--- src/rtl/mux8_rr_sched.sv ---
// rtl/mux8_rr_sched.sv - round-robin 8-lane scheduler driving a shared lane mux
// Grants one lane at a time for up to HOLD accepted beats, then idles one cycle to re-arbitrate.
module mux8_rr_sched #(
    parameter int DW   = 1,
    parameter int HOLD = 4
) (
    input  logic            clk,
    input  logic            rst,
    input  logic [7:0]      req,
    input  logic [8*DW-1:0] din,
    output logic [7:0]      gnt,
    output logic [2:0]      sel,
    output logic [7:0]      ack,
    output logic            out_valid,
    input  logic            out_ready,
    output logic [DW-1:0]   out_data
);

    typedef enum logic {
        IDLE,
        GRANT
    } state_t;

    localparam logic [3:0] HOLD_LAST = 4'(HOLD - 1);

    state_t      state_q, state_d;
    logic [7:0]  gnt_q, gnt_d;
    logic [2:0]  sel_q, sel_d;
    logic [2:0]  ptr_q, ptr_d;
    logic [3:0]  cnt_q, cnt_d;

    logic [DW-1:0] lane [8];
    logic [2:0]    win;
    logic          found;
    logic [2:0]    idx;
    logic          accept;
    logic          release_now;

    for (genvar k = 0; k < 8; k++) begin : g_lane
        assign lane[k] = din[k*DW +: DW];
    end

    // First requester at or above ptr, wrapping modulo 8.
    always_comb begin
        win   = 3'd0;
        found = 1'b0;
        idx   = 3'd0;
        for (int i = 0; i < 8; i++) begin
            idx = ptr_q + 3'(i);
            if (!found && req[idx]) begin
                found = 1'b1;
                win   = idx;
            end
        end
    end

    always_comb begin
        state_d     = state_q;
        gnt_d       = gnt_q;
        sel_d       = sel_q;
        ptr_d       = ptr_q;
        cnt_d       = cnt_q;
        out_valid   = 1'b0;
        out_data    = '0;
        ack         = 8'd0;
        accept      = 1'b0;
        release_now = 1'b0;

        case (state_q)
            IDLE: begin
                if (found) begin
                    state_d = GRANT;
                    sel_d   = win;
                    gnt_d   = 8'd1 << win;
                    cnt_d   = 4'd0;
                end
            end
            GRANT: begin
                out_valid   = req[sel_q];
                out_data    = lane[sel_q];
                accept      = out_valid & out_ready;
                ack[sel_q]  = accept;
                if (accept) begin
                    cnt_d = cnt_q + 4'd1;
                end
                release_now = (accept && (cnt_q == HOLD_LAST)) || !req[sel_q];
                if (release_now) begin
                    state_d = IDLE;
                    gnt_d   = 8'd0;
                    ptr_d   = sel_q + 3'd1;
                    cnt_d   = 4'd0;
                end
            end
            default: state_d = IDLE;
        endcase
    end

    always_ff @(posedge clk) begin
        if (rst) begin
            state_q <= IDLE;
            gnt_q   <= 8'd0;
            sel_q   <= 3'd0;
            ptr_q   <= 3'd0;
            cnt_q   <= 4'd0;
        end else begin
            state_q <= state_d;
            gnt_q   <= gnt_d;
            sel_q   <= sel_d;
            ptr_q   <= ptr_d;
            cnt_q   <= cnt_d;
        end
    end

    assign gnt = gnt_q;
    assign sel = sel_q;

endmodule

--- config.mk ---
export PLATFORM = sky130hd
export DESIGN_NAME = mux8_rr_sched
export DESIGN_NICKNAME = d
export VERILOG_FILES = /design/src/rtl/mux8_rr_sched.sv
export SDC_FILE = /design/constraint.sdc
export NUM_CORES = 1
export LEC_CHECK = 0
export CORE_AREA = 5 5 65 67
export DETAILED_ROUTE_END_ITERATION = 12
export DIE_AREA = 0 0 70 72
export PLACE_DENSITY = 0.83
export SLEW_MARGIN = 20
export SYNTH_ARGS = -nofsm -noshare
export SYNTH_HDL_FRONTEND = slang
export SYNTH_SLANG_ARGS = --single-unit
--- constraint.sdc ---
create_clock -name clk -period 5.4 [get_ports clk]
set_input_delay 1.62 -clock clk [delete_from_list [all_inputs] [get_ports clk]]
set_output_delay 1.62 -clock clk [all_outputs]
set_load 0.02 [all_outputs]
# ---- Yosys cells after proc, flatten, opt, wreduce, memory -nomap -nowiden
# Cells that the tools add are included.
dict set report totals {
  register_bits 19
  in_bits 19
  output_inout_bits 21
  word_cells 108
}
dict set report op_classes {
  n_addsub 9
  order_cmp 11
  n_eq_ne 4
  n_shift 1
  mux 52
  bitwise_logic 4
  reduce_logical 22
}
# cell n
set op_table {}
lappend op_table {{$lt A3 B4 Y1 const B} 9}
lappend op_table {{$bmux W1 S3} 10}
lappend op_table {{$mux W1} 24}
lappend op_table {{$mux W3} 8}
lappend op_table {{$mux W8} 3}
lappend op_table {{$pmux W8 S2} 1}
lappend op_table {{$add A3 B3 Y3 const B} 4}
lappend op_table {{$mux W4} 3}
lappend op_table {{$logic_and A1 B1 Y1} 9}
lappend op_table {{$and A8 B8 Y8} 1}
lappend op_table {{$logic_not A1 Y1} 8}
lappend op_table {{$pmux W4 S2} 1}
lappend op_table {{$reduce_and A2 Y1} 4}
lappend op_table {{$shl A1 B3 Y8 const A} 1}
lappend op_table {{$add A3 B1 Y3 const B} 2}
lappend op_table {{$add A3 B2 Y3 const B} 2}
lappend op_table {{$add A4 B1 Y4 const B} 1}
lappend op_table {{$eq A4 B2 Y1 const B} 1}
lappend op_table {{$ge A4 B4 Y1 const B} 1}
lappend op_table {{$not A3 Y4} 1}
lappend op_table {{$demux W1 S3} 1}
lappend op_table {{$ge A3 B1 Y1 const B} 1}
lappend op_table {{$ne A3 B1 Y1 const B} 1}
lappend op_table {{$ne A2 B1 Y1 const B} 1}
lappend op_table {{other kinds (5)} 5}

# ---- Logic depth before layout (Yosys ltp)
dict set report depth {
  ltp_word 27
  depth_mapped 14
}

# ---- Least setup slack after synthesis
# Ideal clock, no wire load.
dict set report synth_path {
  path_kind {input port to output port}
  start {input port req[3]}
  end {output port ack[1]}
  arrival_ns 3.012
  path_slack_ns 0.768
  path_stages 6
  path_cell_list {nand2_1 mux4_2 o211ai_1 and3_1 nand2_1 nor3_1}
}
dict set report synth_via {
  elab_chain_cells 5
}
# element line_no
set synth_lines {}
lappend synth_lines {{from (decl)} 9} ;# input logic [7:0] req,
lappend synth_lines {{$bmux W1 S3} 79} ;# out_valid = req[sel_q];
lappend synth_lines {{$mux W1 (not written as such)} 79}
lappend synth_lines {{$and A1 B1 Y1} 81} ;# accept = out_valid & out_ready;
lappend synth_lines {{$and A8 B8 Y8 (no source line)} n/a}
lappend synth_lines {{$mux W8} 69} ;# case (state_q)
lappend synth_lines {{to (decl)} 13} ;# output logic [7:0] ack,
# No other way between the ends. The select of a mux whose other input is x is not followed.

# ---- Final worst setup path
dict set report layout_path {
  start {input port req[3]}
  end {output port out_valid}
}
dict set report layout_via {
  elab_chain_cells 3
}
# element line_no
set layout_lines {}
lappend layout_lines {{$bmux W1 S3} 79}
lappend layout_lines {{$mux W1 (not written as such)} 79}
lappend layout_lines {{$mux W1} 69}
lappend layout_lines {{to (decl)} 14} ;# output logic out_valid,
# No other way between the ends. The select of a mux whose other input is x is not followed.

==> results.md <==
* Status: complete, no violations
* Highest Clock Rate at 191 MHz
* Starting Density at 52.8%
* Setup crit end kind: output pin
* Die Ht at 72 µm
* CTS HTree Levels at 1
* CP Max Fanout at 3
* Final Hold Viols at 0
* Slowest CP cell: clkdlybuf4s50_1
* Die width at 70 µm
* Overall global routing resource usage at 17.8%
* Routability cong. at 0.868
* Final period utilization at 96.7%
* Worst setup SP type: input pin
* CP arrival at 3.60 ns
* # Post-CTS Setup Buffers at 0
* Yosys reg bits at 19
* GR Overflow Total at 0
* Hold Crit Depth at 1
* Layout Skew at 0.00570 ns
* Static leakage at 0.870 nW
* Peak supply drop at 280 µV
* WP depth at 6
* Vias at 1730
* Vias in the first global route at 1734
* Later-pin clock latency in the skew report at 0.29 ns
* Post-Synthesis Cells at 205
* Area delta synth->final at 23.9%
* RSZ-0062 raised after global routing: no
* Hold_ws at 0.479 ns
* # hold bufs at CTS at 0
* Final setup fails at 0
* Number of CTS-inserted buffers at 3
* CP dominant cell by count: clkdlybuf4s50_1
* DP Cell Count at 290
* Post-Layout Cell Count at 294
* Ys Warns at 0
* First-pass GRT wire length at 7720 µm
* Rel. slew slack at 50.4%
* DR iter-0 viols at 171
* Initial antenna violation count at 0
* CTS tree: done
* Syn nets at 228
* Slew Limit Fails at 0
* Setup ws final at 0.178 ns
* Largest net degree at the start of global routing at 18
* Max clock buf depth at 2
* Reg clk slew, reported paths at 0.11 ns
* Slew @ Worst Pin at 0.743 ns
* Fillers at 305
* PD cells at 496 nW/µm²
* Vias/cell at 5.88
* Port Buffers at 39
* Die area at 5040 µm²
* Max Cap Viol at 0
* Seq/Total Area, Yosys at 20.1%
* Cell family with most CP delay: buffers and inverters
* Synthesized area per cell at 9.22 µm²
* Library cells used by synthesis at 55
* Post-synthesis cell area at 1890 µm²
* Antenna-violating nets left at 0
* Worst Reg2Reg Path Length in Cells at 10
* DR WL/cell at 15.0 µm
* Ports at 40
* DP Worst Slack at -0.155 ns
* Root Buffer Master: clkbuf_4
* Crit path buffers/inverters at 2
* Hold/Removal Path Class: flop to flop
* Diode count at 0
* Nets at 270
* Clk sink count at 19
* Final min period at 5.22 ns
* CP Class: input pin to output pin
* CP required at 3.78 ns
* Setup TNS at 0 ns
* Placement row count at 22
* Layout cells sized above 1 at 17.1%
* Crit-path max cell delay at 0.62 ns
* Detail Placement HPWL at 3450 µm
* DRC at 0
* Routed wire length at 4410 µm
* CP cell instances: clkdlybuf4s50_1 -> nand2_1 -> mux4_2 -> o211ai_1 -> and2_1 -> clkdlybuf4s50_1
* Core area at 3580 µm²
* First-pass DRT Iterations at 4
per-layer routing:
layer	vias to the layer above	track usage (%)	share of wire, %
met5	-	0	0
met4	0	3.19	0.82
met3	5	3.60	5.0
met2	41	33.3	50
met1	815	21.5	44
li1	869	-	-
worst register-to-register path: stages (launching register included):
cell	delay (ns)
dfxtp_1	0.82
inv_1	0.21
ha_1	0.72
mux4_2	0.47
a21oi_1	0.24
a32o_1	0.19
and3_4	0.22
nand4_1	0.11
a32o_1	0.31
o21a_2	0.16
a32o_1	0.26
through the flow:
step           cell area, µm²  power [mW]  util [%]
4_1_cts                  2350        1.17      65.6
2_1_floorplan            1890       0.913         -
5_1_grt                  2340        1.26      65.5
6_report                 2340        1.16      65.5
3_3_place_gp             2330        1.08      65.2
3_5_place_dp             2330        1.10      65.2
kinds of logic (layout without fill, tap and decap cells):
logic type,after synthesis,count (layout),synth area share (%)
AND/OR/NAND/NOR,73,73,22.0
AO/OA/AOI/OAI,49,49,19.7
multiplexers,30,30,25.6
buffers and inverters,22,63,6.22
flip-flops,19,19,20.1
XOR/XNOR,8,8,3.71
adder cells (fa/ha/maj),4,4,2.65
synthesized netlist by cell type, drive strengths merged:
cell | n | area [µm²]
dfxtp | 19 | 380
nor2 | 19 | 73.8
nand2 | 18 | 67.6
mux2i | 14 | 165
mux4 | 12 | 274
a21oi | 11 | 58.8
a32o | 10 | 100
inv | 10 | 37.5
buf | 7 | 61.3
nand2b | 7 | 43.8
xnor2 | 6 | 52.6
a211oi | 5 | 42.5
a22oi | 5 | 37.5
o21a | 5 | 40.0
and3 | 4 | 30.0
clkbuf | 4 | 15.0
ha | 4 | 50.1
mux2 | 4 | 45.0
nand3 | 4 | 25.0
nand4 | 4 | 25.0
nor3 | 4 | 31.3
and2 | 3 | 18.8
o21ai | 3 | 15.0
nor2b | 2 | 12.5
nor3b | 2 | 26.3
nor4 | 2 | 27.5
o2bb2ai | 2 | 17.5
xor2 | 2 | 17.5
a21o | 1 | 7.51
a31oi | 1 | 6.26
and3b | 1 | 12.5
clkinv | 1 | 3.75
nand3b | 1 | 7.51
o2111ai | 1 | 8.76
o211ai | 1 | 7.51
o221ai | 1 | 8.76
o22ai | 1 | 6.26
o31a | 1 | 8.76
o31ai | 1 | 7.51
or2b | 1 | 7.51
or3 | 1 | 6.26
worst paths after layout:
| check | startpoint | end | slack [ns] |
|---|---|---|---|
| setup / recovery | req[3] | out_valid | 0.18 |
| hold / removal | gnt[0]$_SDFFE_PP0P_ | gnt[0]$_SDFFE_PP0P_ | 0.48 |
| setup reg to reg | ptr_q[0]$_SDFFE_PP0P_ | gnt[1]$_SDFFE_PP0P_ | 1.60 |
| hold reg to reg | gnt[0]$_SDFFE_PP0P_ | gnt[0]$_SDFFE_PP0P_ | 0.48 |
area by class of cell:
class / count / area (µm²) / share of cell area [%]
Multi-Input combinational cell: 164 / 1390 / 59.5
Timing Repair Buffer: 48 / 442 / 18.9
Sequential cell: 19 / 380 / 16.2
Tap cell: 48 / 60.1 / 2.56
Inverter: 11 / 41.3 / 1.76
Clock buffer: 4 / 26.3 / 1.12
layout by cell type, fill, tap and decap left out, types with 4 or more instances in the layout:
| master | synthesis | routed |
|---|---|---|
| a211oi_1 | 4 | 4 |
| a21oi_1 | 10 | 10 |
| a22oi_1 | 5 | 5 |
| a32o_1 | 10 | 10 |
| buf_4 | 1 | 9 |
| clkdlybuf4s50_1 | 0 | 31 |
| dfxtp_1 | 19 | 19 |
| dlygate4sd2_1 | 0 | 5 |
| ha_1 | 4 | 4 |
| inv_1 | 10 | 10 |
| mux2_2 | 4 | 4 |
| mux2i_1 | 12 | 12 |
| mux4_2 | 11 | 11 |
| nand2_1 | 18 | 18 |
| nand2b_1 | 7 | 7 |
| nand4_1 | 4 | 4 |
| nor2_1 | 18 | 18 |
| xnor2_1 | 6 | 6 |
sequential cells by signal, indices dropped and copies added (netlist names):
| signal | cells |
|---|---|
| ptr_q | 3 |
| state_q | 1 |
| cnt_q | 4 |
| sel | 3 |
| gnt | 8 |
power breakdown:
group | switching (mW) | internal [mW]
combinational | 0.426 | 0.396
sequential | 0.0905 | 0.178
clock | 0.0415 | 0.0287
total | 0.559 | 0.603
repair_timing:
action,CTS,global route
pin swaps,0,0
setup endpoints to repair,8,3
resized for setup,8,7
(Power assumes the default switching activity.)
